--- src/rtl/t_seq_if.sv ---
// t_seq_if -- handshake bundle between the test scheduler and its environment.
//
// Signals:
//   go          run request (environment -> scheduler)
//   skip_mask   per-test skip bits (environment -> scheduler)
//   test_done   per-test done strobes (sub-tests -> scheduler)
//   test_pass   per-test pass flags, valid with test_done (sub-tests -> scheduler)
//   test_start  one-hot start pulse (scheduler -> sub-tests)
//   cur_idx     index of the test being run
//   busy        run in progress
//   result      per-test pass bits
//   timed_out   per-test timeout flags
//   finished    run complete
//   passed      aggregate pass, valid while finished
//
// Modports: master = environment/sub-test side, slave = scheduler side.
interface t_seq_if #(
  parameter int NTESTS = 21,
  parameter int IW     = $clog2(NTESTS)
);
  logic              go;
  logic [NTESTS-1:0] skip_mask;
  logic [NTESTS-1:0] test_done;
  logic [NTESTS-1:0] test_pass;
  logic [NTESTS-1:0] test_start;
  logic [IW-1:0]     cur_idx;
  logic              busy;
  logic [NTESTS-1:0] result;
  logic [NTESTS-1:0] timed_out;
  logic              finished;
  logic              passed;

  modport master (
    output go, skip_mask, test_done, test_pass,
    input  test_start, cur_idx, busy, result, timed_out, finished, passed
  );

  modport slave (
    input  go, skip_mask, test_done, test_pass,
    output test_start, cur_idx, busy, result, timed_out, finished, passed
  );
endinterface

--- src/rtl/t_seq.sv ---
// t_seq -- sequential test scheduler.
//
// Runs NTESTS sub-tests one at a time in index order. Each non-skipped test
// gets a one-cycle start pulse and then up to TIMEOUT cycles to return its
// done/pass response; skipped tests score as pass. Per-test result and
// timeout bits are collected and an aggregate pass is presented once the
// run is finished.
//
// Ports:
//   clk      sole clock, rising edge
//   reset_l  synchronous active-low reset
//   bus      t_seq_if.slave (go, skip_mask, test_done, test_pass in;
//            test_start, cur_idx, busy, result, timed_out, finished,
//            passed out)
//
// All outputs come from state registers only; there is no combinational
// path from any input to any output.
module t_seq #(
  parameter int NTESTS  = 21,
  parameter int TIMEOUT = 1000,
  parameter int IW      = $clog2(NTESTS),
  parameter int TW      = $clog2(TIMEOUT + 1)
) (
  input logic   clk,
  input logic   reset_l,
  t_seq_if.slave bus
);

  typedef enum logic [2:0] {
    IDLE   = 3'd0,
    SELECT = 3'd1,
    START  = 3'd2,
    WAIT   = 3'd3,
    DONE   = 3'd4
  } state_t;

  state_t            state_r,     state_nxt_s;
  logic [IW-1:0]     cur_idx_r,   cur_idx_nxt_s;
  logic [TW-1:0]     timer_r,     timer_nxt_s;
  logic [NTESTS-1:0] result_r,    result_nxt_s;
  logic [NTESTS-1:0] timed_out_r, timed_out_nxt_s;
  logic [NTESTS-1:0] test_start_s;
  logic              advance_s;
  logic              last_s;

  assign last_s = (cur_idx_r == IW'(NTESTS - 1));

  // State and datapath registers with synchronous reset.
  always_ff @(posedge clk) begin
    if (!reset_l) begin
      state_r     <= IDLE;
      cur_idx_r   <= '0;
      timer_r     <= '0;
      result_r    <= '0;
      timed_out_r <= '0;
    end else begin
      state_r     <= state_nxt_s;
      cur_idx_r   <= cur_idx_nxt_s;
      timer_r     <= timer_nxt_s;
      result_r    <= result_nxt_s;
      timed_out_r <= timed_out_nxt_s;
    end
  end

  // Next-state logic; a test's completion (skip, done or timeout) funnels
  // into a shared advance step that moves to the next index or to DONE.
  always_comb begin
    state_nxt_s     = state_r;
    cur_idx_nxt_s   = cur_idx_r;
    timer_nxt_s     = timer_r;
    result_nxt_s    = result_r;
    timed_out_nxt_s = timed_out_r;
    advance_s       = 1'b0;

    case (state_r)
      IDLE, DONE: begin
        if (bus.go) begin
          result_nxt_s    = '0;
          timed_out_nxt_s = '0;
          cur_idx_nxt_s   = '0;
          state_nxt_s     = SELECT;
        end else begin
          state_nxt_s = state_r;
        end
      end
      SELECT: begin
        if (bus.skip_mask[cur_idx_r]) begin
          result_nxt_s[cur_idx_r] = 1'b1;
          advance_s               = 1'b1;
        end else begin
          state_nxt_s = START;
        end
      end
      START: begin
        timer_nxt_s = '0;
        state_nxt_s = WAIT;
      end
      WAIT: begin
        // done is checked first so it wins over a coincident timeout
        if (bus.test_done[cur_idx_r]) begin
          result_nxt_s[cur_idx_r] = bus.test_pass[cur_idx_r];
          advance_s               = 1'b1;
        end else if (timer_r == TW'(TIMEOUT - 1)) begin
          result_nxt_s[cur_idx_r]    = 1'b0;
          timed_out_nxt_s[cur_idx_r] = 1'b1;
          advance_s                  = 1'b1;
        end else begin
          timer_nxt_s = timer_r + TW'(1);
        end
      end
      default: begin
        state_nxt_s = IDLE;
      end
    endcase

    if (advance_s) begin
      if (last_s) begin
        state_nxt_s = DONE;
      end else begin
        cur_idx_nxt_s = cur_idx_r + IW'(1);
        state_nxt_s   = SELECT;
      end
    end else begin
      advance_s = 1'b0;
    end
  end

  // Start pulse decoded from the START state and the registered index.
  always_comb begin
    test_start_s = '0;
    if (state_r == START) begin
      test_start_s[cur_idx_r] = 1'b1;
    end else begin
      test_start_s = '0;
    end
  end

  assign bus.test_start = test_start_s;
  assign bus.cur_idx    = cur_idx_r;
  assign bus.busy       = (state_r == SELECT) || (state_r == START) || (state_r == WAIT);
  assign bus.result     = result_r;
  assign bus.timed_out  = timed_out_r;
  assign bus.finished   = (state_r == DONE);
  assign bus.passed     = (state_r == DONE) && (&result_r);

endmodule

--- src/flat_wrapper.sv ---
// flat-port wrapper written by rule: the top's interface ports become plain ports
module t_seq_flat 
#(
  parameter int NTESTS  = 21,
  parameter int TIMEOUT = 1000,
  parameter int IW      = $clog2(NTESTS),
  parameter int TW      = $clog2(TIMEOUT + 1)
)
  (clk, reset_l, bus_go, bus_skip_mask, bus_test_done, bus_test_pass, bus_test_start, bus_cur_idx, bus_busy, bus_result, bus_timed_out, bus_finished, bus_passed);
  t_seq_if #(.NTESTS(NTESTS), .IW(IW)) bus_i ();
  input logic clk;
  input logic reset_l;
  input wire logic [$bits(bus_i.go)-1:0] bus_go;
  input wire logic [$bits(bus_i.skip_mask)-1:0] bus_skip_mask;
  input wire logic [$bits(bus_i.test_done)-1:0] bus_test_done;
  input wire logic [$bits(bus_i.test_pass)-1:0] bus_test_pass;
  output wire logic [$bits(bus_i.test_start)-1:0] bus_test_start;
  output wire logic [$bits(bus_i.cur_idx)-1:0] bus_cur_idx;
  output wire logic [$bits(bus_i.busy)-1:0] bus_busy;
  output wire logic [$bits(bus_i.result)-1:0] bus_result;
  output wire logic [$bits(bus_i.timed_out)-1:0] bus_timed_out;
  output wire logic [$bits(bus_i.finished)-1:0] bus_finished;
  output wire logic [$bits(bus_i.passed)-1:0] bus_passed;
  assign bus_i.go = bus_go;
  assign bus_i.skip_mask = bus_skip_mask;
  assign bus_i.test_done = bus_test_done;
  assign bus_i.test_pass = bus_test_pass;
  assign bus_test_start = bus_i.test_start;
  assign bus_cur_idx = bus_i.cur_idx;
  assign bus_busy = bus_i.busy;
  assign bus_result = bus_i.result;
  assign bus_timed_out = bus_i.timed_out;
  assign bus_finished = bus_i.finished;
  assign bus_passed = bus_i.passed;
  t_seq #(.NTESTS(NTESTS), .TIMEOUT(TIMEOUT), .IW(IW), .TW(TW)) u_core (.clk(clk), .reset_l(reset_l), .bus(bus_i));
endmodule
--- config.mk ---
export PLATFORM = sky130hd
export DESIGN_NAME = t_seq_flat
export DESIGN_NICKNAME = d
export VERILOG_FILES = /design/src/rtl/t_seq_if.sv /design/src/rtl/t_seq.sv /design/src/flat_wrapper.sv
export SDC_FILE = /design/constraint.sdc
export NUM_CORES = 1
export LEC_CHECK = 0
export CAP_MARGIN = 10
export CORE_UTILIZATION = 60
export DETAILED_ROUTE_END_ITERATION = 7
export DONT_BUFFER_PORTS = 1
export PLACE_DENSITY = 0.8
export SKIP_CTS_REPAIR_TIMING = 1
export SLEW_MARGIN = 30
export SYNTH_ARGS = -nofsm -noshare
export SYNTH_HDL_FRONTEND = slang
export SYNTH_SLANG_ARGS = --single-unit
--- constraint.sdc ---
create_clock -name clk -period 4.94 [get_ports clk]
set_input_delay 0.741 -clock clk [delete_from_list [all_inputs] [get_ports clk]]
set_output_delay 0.741 -clock clk [all_outputs]
set_load 0.005 [all_outputs]
==> metrics, run 1 <==
register area share after synthesis roughly 33%; post-DR vias/cell ~7.1; IO buf count 0; Yosys warning count 0; DRC 0; fmax around 300 MHz; max-cap viol count 0; Hold Path Cell Cnt 2; # rows 27; total track usage approximately a third; Ports roughly 140; Syn Area/Cell around 8.4 sq um; CP max FO 27; Syn Inst Count roughly 430; Hold Path End u_core.bus.timed_out[8]$_SDFFE_PN0P_; worst hold path class reg2reg; Relative slew margins between 30% and 40%; global-route wire length before repair 15.7 mm; initial antenna violation count 0; Async SR Flop Fraction 0%; worst path arrival time 3.61 ns; largest net degree at the start of global routing 31; minimum clock period ~3.4 ns; Clock Tree Root clkbuf_8; Area contributors post-synth dfxtp_1 (33%), a32o_1 (6.3%), o211ai_1 (5.4%), mux4_2 (5.0%), a21oi_1 (4.7%); CP cell instances buf_4 -> mux2_2 -> a32o_1 -> a22o_1 -> o31a_2 -> o2111ai_1 -> mux2_2; post-synth top area share 33.1%; Routed WL around 10 mm; r2r worst-path depth 7; DRT Pass-1 Iters 7; R2R Path End u_core.bus.result[18]$_SDFFE_PN0P_; post-synth top area cell dfxtp_1; R2R Setup Slk ~1.6 ns; total power 1170 uW; Setup crit end kind register; Final Hold Vio Count 0; Post-DP HPWL about 7 mm; n_diodes 0; initial core utilization 63.9%; FF-to-FF Start u_core.bus.cur_idx[1]$_SDFF_PN0_; required time of the worst setup path 5.17 ns; Final setup viols 0; most numerous cell in the Yosys netlist dfxtp_1; filler instances around 470; hold_ws roughly 0.47 ns; wire length per cell ~21 um; clock buffer depth 2; die area 6360 sq um; area delta synth->final 4.48%; number of distinct library cells after synthesis 51; H-tree depth 3; clock slew at the register clock pins of the worst setup and hold paths roughly 0.070 ns; RD Place Congestion just under 0.9; 1st-iter DRT viols between 200 and 250; CP max-delay cell dfxtp_1; kind of critical path reg2reg; fin crit share between 60% and 70%; Num CTS Buffers 9; max incr delay on CP between 0.9 and 1 ns; vias in the first global route about 3.2k; Die Height around 80 um; Die W about 80 um; clk_skew approximately 0.0042 ns; most used cell, CP mux2_2; hold wc startpoint u_core.bus.timed_out[8]$_SDFFE_PN0P_; status finished clean; P_leak about 0.0012 uW; P per Cell Area around 310 nW/um^2; Post-synth EDFFs 0; peak supply drop roughly 0.22 mV; Post-synth top flop dfxtp_1; vias around 3.4k; most instantiated cells after synthesis dfxtp_1 (60), a21oi_1 (34), clkbuf_1 (30), inv_1 (29), o211ai_1 (26); CP Launch Type register; clk sink count 60; Post-DRT Antenna Nets 0; fin. max-slew vios 0; GR Overflow Total 0; core outline area approximately 5700 sq um; clk_lat worst skew 0.34 ns; Sum Neg Setup Slack 0 ns; layout cells sized above 1 approximately a tenth; Yosys reg bits 60; Cell Area, Synth about 3600 sq um; RSZ-0062 raised after global routing no; Net Count, Synth just over 500; final net count ~480; Least-Margin Pin Slew around 0.95 ns; CTS tree yes
-- layout make-up --
class	count	area [sq um]	share of cell area [%]
inverters	29	109	2.87
well taps	72	90.1	2.38
clock inverters	7	75.1	1.98
clock buffers	9	124	3.27
flip-flops and latches	60	1200	31.7
multi-input cells	302	2160	57.0
repair buffers	4	30.0	0.792
-- stage by stage --
stage	cells	utilization (%)	cell area, sq um	setup slack (ns)
after floorplan	434	-	3630	2.06
after global placement	467	63.1	3580	1.47
after detailed placement	467	63.2	3590	1.41
after CTS	483	66.7	3790	1.40
after global routing	483	66.8	3790	1.43
final	483	66.8	3790	1.56
-- sequential cells by signal (all words and copies together), names as in the netlist --
register,cells
u_core.bus.result,21
u_core.bus.timed_out,21
u_core.timer_r,10
u_core.bus.cur_idx,5
u_core.state_r,3
-- power breakdown --
part | internal [uW] | leakage (uW) | switching, uW
Combinational | 62.5 | 0.000579 | 147
Sequential | 492 | 0.000484 | 21.0
Clock | 234 | 0.0000918 | 215
-- cells by family after synthesis --
group / after synthesis / synth area share [%]
adders and majority gates: 5 / 1.72
buffers and inverters: 72 / 7.79
AOI/OAI and AO/OA: 134 / 25.9
and+or+nand+nor: 136 / 21.1
muxes: 27 / 10.4
DFF: 60 / 33.1
-- how the worst max path moves through the flow --
stage,startpoint,end,depth (start not counted)
finish,u_core.bus.cur_idx[1]$_SDFF_PN0_,u_core.bus.result[18]$_SDFFE_PN0P_,7
global route,u_core.bus.cur_idx[1]$_SDFF_PN0_,u_core.timer_r[3]$_SDFFE_PN0P_,7
CTS,u_core.bus.cur_idx[0]$_SDFF_PN0_,u_core.bus.result[18]$_SDFFE_PN0P_,6
detailed placement,u_core.bus.cur_idx[0]$_SDFF_PN0_,u_core.bus.result[18]$_SDFFE_PN0P_,6
global placement,u_core.bus.cur_idx[0]$_SDFF_PN0_,u_core.timer_r[1]$_SDFFE_PN0P_,6
floorplan,bus_test_done[19],u_core.timer_r[3]$_SDFFE_PN0P_,7
-- layer usage --
metal / vias up / part of all wire (%) / GRT usage, %
li1: 1573 / - / -
met1: 1648 / 40 / 39.8
met2: 202 / 47 / 53.7
met3: 25 / 11 / 11.2
met4: 0 / 1.9 / 9.82
met5: - / 0 / 0
-- cell usage in the layout, fill, tap and decap left out, types with 4 or more instances in the layout --
cell	count
dfxtp_1	59
a21oi_1	34
inv_1	29
o211ai_1	26
a32o_1	23
o21ai_0	22
nor2_1	21
nand2_1	18
mux2i_1	14
nor3_1	13
and3_1	11
or4_1	11
nor2b_1	11
nand2b_1	10
and2_1	9
nand3_1	9
clkbuf_8	9
mux4_2	8
o31ai_1	8
nand4_1	6
mux2_2	5
ha_1	5
nor4_1	4
o22ai_1	4
buf_4	4
-- critical path: cells and delay by family (launching register included) --
family | cells | cell delay (ns)
buffers and inverters | 1 | 0.33
AO/OA/AOI/OAI | 4 | 1.26
flip-flops | 1 | 0.95
multiplexers | 2 | 0.70
Power figures use the tool's default switching activity.
==> run 2: changes to the inputs <==
--- a/config.mk
+++ b/config.mk
@@ -6,7 +6,7 @@
 export NUM_CORES = 1
 export LEC_CHECK = 0
 export CAP_MARGIN = 10
-export CORE_UTILIZATION = 60
+export CORE_UTILIZATION = 58
 export DETAILED_ROUTE_END_ITERATION = 7
 export DONT_BUFFER_PORTS = 1
 export PLACE_DENSITY = 0.8
==> constraint.sdc (replaced) <==
create_clock -name clk -period 2.75 [get_ports clk]
set_input_delay 0.4125 -clock clk [delete_from_list [all_inputs] [get_ports clk]]
set_output_delay 0.4125 -clock clk [all_outputs]
set_load 0.005 [all_outputs]
==> run 2 against run 1 <==
  * Count of clock-buffer cells in the layout grew 2
  * Routed wire length is 6.8% higher
  * Via count grew 4.6%
  * Non-clock buffer count up 30
  * Total power increased by 83%
  * Largest power group unchanged
  * Worst hold slack lost 0.28 ns
==> metrics, run 2 (synthesis results as in run 1) <==
RD Place Congestion 0.930; Die W about 81 um; initial core utilization 60.6%; die area approximately 6600 sq um; fin crit share between 90% and 100%; post-DR vias/cell roughly 7; worst hold path class in2reg; # rows 28; Routed WL 10.8 mm; Final Util slightly below 70%; Relative slew margins 44.9%; required time of the worst setup path roughly 3 ns; DRT Pass-1 Iters 5; Post-DP HPWL about 7.6 mm; area delta synth->final 11.6%; initial antenna violation count 0; wire length per cell 20.8 um; clk_skew around 0.0075 ns; Least-Margin Pin Slew ~0.83 ns; fin. max-slew vios 0; placed instance count between 400 and 500; Die Height just over 80 um; routed wl met2 ~5.3 mm; DRC 0; clk sink count 60; clk_lat worst skew about 0.35 ns; most common cell after layout, fill and taps aside dfxtp_1; Final setup viols 0; kind of critical path reg2reg; IO buf count 0; P per Cell Area 531 nW/um^2; vias approximately 3.6k; WL met3 between 1 and 1.5 mm; r2r worst-path depth 7; Final Hold Vio Count 0; CP max FO 9; Ports between 100 and 150; peak supply drop 0.367 mV; P_leak approximately 0.0013 uW; Hold Path Cell Cnt 1; vias in the first global route approximately 3.4k; 1st-iter DRT viols approximately 260; worst path arrival time 2.96 ns; fin cells 517; largest net degree at the start of global routing 30; layout cells sized above 1 between 15 and 20%; core outline area ~6000 sq um; commonest cells after routing, fill and taps aside dfxtp_1 (59), a21oi_1 (33), buf_4 (30); routed length on met1 between 4 and 5 mm; final net count around 510; H-tree depth 3; global-route wire length before repair between 15 and 20 mm; Post-DRT Antenna Nets 0; clock slew at the register clock pins of the worst setup and hold paths ~0.070 ns; Setup crit end kind register; total track usage ~33%; CTS tree yes; CP Launch Type register; fmax 373 MHz; n_diodes 0; GR Overflow Total 0; Clock Tree Root clkbuf_8; status finished clean; minimum clock period roughly 2.7 ns; Num CTS Buffers 9; clock buffer depth 2; max-cap viol count 0; hold_ws between 0.15 and 0.2 ns; DR top layer met4
==> run 2: report_power, final <==
group	switching, uW	total [uW]	internal, uW
Sequential	19.6	904	884
Clock	350	764	414
Combinational	310	481	171
==> run 2: layer usage <==
metal  GRT usage [%]  vias up
met2            57.3      217
met4            12.9        0
met5               0        -
met3            11.6       20
li1                -     1642
met1            36.0     1726
==> run 2: path summary, 6_finish.rpt <==
| path | startpoint | to | slack, ns |
|---|---|---|---|
| hold / removal | reset_l | u_core.state_r[0]$_SDFFE_PN0P_ | 0.19 |
| setup reg to reg | u_core.bus.cur_idx[0]$_SDFF_PN0_ | u_core.timer_r[1]$_SDFFE_PN0P_ | 0.07 |
| setup / recovery | u_core.bus.cur_idx[0]$_SDFF_PN0_ | u_core.timer_r[1]$_SDFFE_PN0P_ | 0.07 |
| hold reg to reg | u_core.bus.timed_out[20]$_SDFFE_PN0P_ | u_core.bus.timed_out[20]$_SDFFE_PN0P_ | 0.47 |
==> run 2: worst max-delay path: stages (launching register included) <==
cell and delay (ns):
dfxtp_1 0.36, mux4_2 0.52, and3_1 0.19, a311o_1 0.30
buf_4 0.16, o41a_4 0.40, or4b_1 0.53, a21oi_2 0.15
==> run 2: cell type report <==
class                   instances  area [sq um]
multi-input cells             303          2190
inverters                      29           109
fillers                       488          1940
flip-flops and latches         60          1200
repair buffers                 34           270
clock buffers                  11           131
well taps                      75          93.8
clock inverters                 5          52.6
==> run 2: through the flow <==
step	setup slack, ns	power (uW)	instance area [sq um]	TNS [ns]
finish	0.0671	2150	4050	0
global route	-0.0136	2230	4050	-0.0249
CTS	-0.0515	2120	3970	-0.0615
detailed placement	-0.0199	1360	3790	-0.0217
global placement	0.0185	1350	3790	0
floorplan	0.120	1240	3630	0
==> run 3: changes to the inputs <==
--- a/config.mk
+++ b/config.mk
@@ -6,10 +6,12 @@
 export NUM_CORES = 1
 export LEC_CHECK = 0
 export CAP_MARGIN = 10
+export CORE_MARGIN = 3
 export CORE_UTILIZATION = 58
 export DETAILED_ROUTE_END_ITERATION = 7
 export DONT_BUFFER_PORTS = 1
 export PLACE_DENSITY = 0.8
+export SETUP_SLACK_MARGIN = 0.3
 export SKIP_CTS_REPAIR_TIMING = 1
 export SLEW_MARGIN = 30
 export SYNTH_ARGS = -nofsm -noshare
==> run 3 against run 2 <==
  * Sequential power is 0.4% higher
  * Cell count is 0.39% higher
  * Flip-flop and latch count stayed put
  * Critical path depth is 1 lower
  * Largest cell class unchanged
  * Non-clock buffer count is 1 higher
  * Die area is 10% higher
  * Sequential share of layout area is 1.7 points lower
  * Global-route usage is 3.0 points lower
  * Routed wire length is 8.4% higher
  * First-iteration DRC count is 36% higher
==> metrics, run 3 (synthesis results as in run 1) <==
initial core utilization about 61%; Setup crit end kind register; RSZ-0062 raised after global routing yes; Ports about 140; core outline area approximately 6000 sq um; fin crit share a little over nine tenths; hold_ws 0.204 ns; CP max FO 5; Routed WL 11.7 mm; total track usage between 20% and 30%; vias about 3.7k; status finished clean; minimum clock period between 2 and 3 ns; P_leak about 0.0014 uW; initial antenna violation count 0; P per Cell Area 553 nW/um^2; CP Launch Type register; fin. max-slew vios 0; wire length per cell 22.5 um; fin cells 519; hold wc startpoint reset_l; DRT Pass-1 Iters 6; peak supply drop slightly below 0.4 mV; Least-Margin Pin Slew ~0.69 ns; final net count 510; RD Place Congestion between 0.9 and 1; GR Overflow Total 0; Sum Neg Setup Slack 0 ns; R2R Setup Slk 0.05 ns; worst path arrival time ~3 ns; R2R Path End u_core.timer_r[1]$_SDFFE_PN0P_; CP Launch Point u_core.bus.cur_idx[0]$_SDFF_PN0_; largest net degree at the start of global routing 30; area delta synth->final 19.2%; Hold Path Cell Cnt 1; clock buffer depth 2; Num CTS Buffers 9; pre-CTS setup slack about 0.061 ns; required time of the worst setup path ~3.0 ns; layout cells sized above 1 roughly 23%; Die W 85.1 um; filler instances about 460; CTS tree yes; Final setup viols 0; kind of critical path reg2reg; Post-DRT Antenna Nets 0; vias in the first global route ~3.4k; fmax between 300 and 400 MHz; Relative slew margins about 54%; IO buf count 0; clk sink count 60; Post-DP Area ~3800 sq um; die area ~7200 sq um; placed instance count between 400 and 500; H-tree depth 3; post-route design area about 4300 sq um; clock slew at the register clock pins of the worst setup and hold paths around 0.08 ns; worst hold path class in2reg; 1st-iter DRT viols 349; Die Height between 80 and 90 um; n_diodes 0; FF-to-FF Start u_core.bus.cur_idx[0]$_SDFF_PN0_; r2r worst-path depth 6; global-route wire length before repair roughly 17 mm; Post-DP HPWL 7.72 mm; DRC 0; # rows 28; Clock Tree Root clkbuf_8; clk_lat worst skew between 0.3 and 0.4 ns; commonest cells after routing, fill and taps aside dfxtp_1 (54), inv_1 (29), a21oi_1 (28); Final Hold Vio Count 0; most common cell after layout, fill and taps aside dfxtp_1; fin worst setup slack 0.0491 ns; max-cap viol count 0; post-DR vias/cell between 7 and 8; clk_skew ~0.012 ns; Hold Path End u_core.state_r[0]$_SDFFE_PN0P_
==> run 3: power by group <==
group,internal [uW],switching (uW)
clock network,525,402
logic,206,348
registers,885,23.2
total,1620,773
==> run 3: metrics by stage <==
stage	total power [uW]	util, %
2_1_floorplan	1250	-
3_3_place_gp	1350	63.2
3_5_place_dp	1370	63.2
4_1_cts	2290	67.0
5_1_grt	2490	72.2
6_report	2390	72.2
==> run 3: critical path, stage by stage, from the launching register on <==
cell,delay (ns)
dfxtp_4,0.36
mux4_2,0.52
and3_1,0.17
a311o_2,0.43
o41a_4,0.52
or4b_4,0.50
a21oi_2,0.13
==> run 3: per-layer routing <==
metal,GRT usage [%],part of all wire (%),vias to the layer above
met1,37.5,37,1771
met4,11.2,2.9,0
met5,0,0,-
met2,48.5,48,260
met3,8.16,12,42
li1,-,-,1654
==> run 3: worst max path at each step <==
stage	endpoint	cells after the start
floorplan	u_core.bus.result[10]$_SDFFE_PN0P_	10
global placement	u_core.timer_r[1]$_SDFFE_PN0P_	6
detailed placement	u_core.timer_r[1]$_SDFFE_PN0P_	6
CTS	u_core.timer_r[1]$_SDFFE_PN0P_	6
global route	u_core.timer_r[9]$_SDFFE_PN0P_	7
finish	u_core.timer_r[1]$_SDFFE_PN0P_	6
==> run 3: final cells by class <==
type                            count  area, sq um  share of cell area [%]
Sequential cell                    60         1210                    28.0
Timing Repair Buffer               35          325                    7.52
Tap cell                           75         93.8                    2.17
Clock buffer                        9          124                    2.86
Clock inverter                      7          106                    2.46
Inverter                           29          109                    2.52
Multi-Input combinational cell    304         2350                    54.5
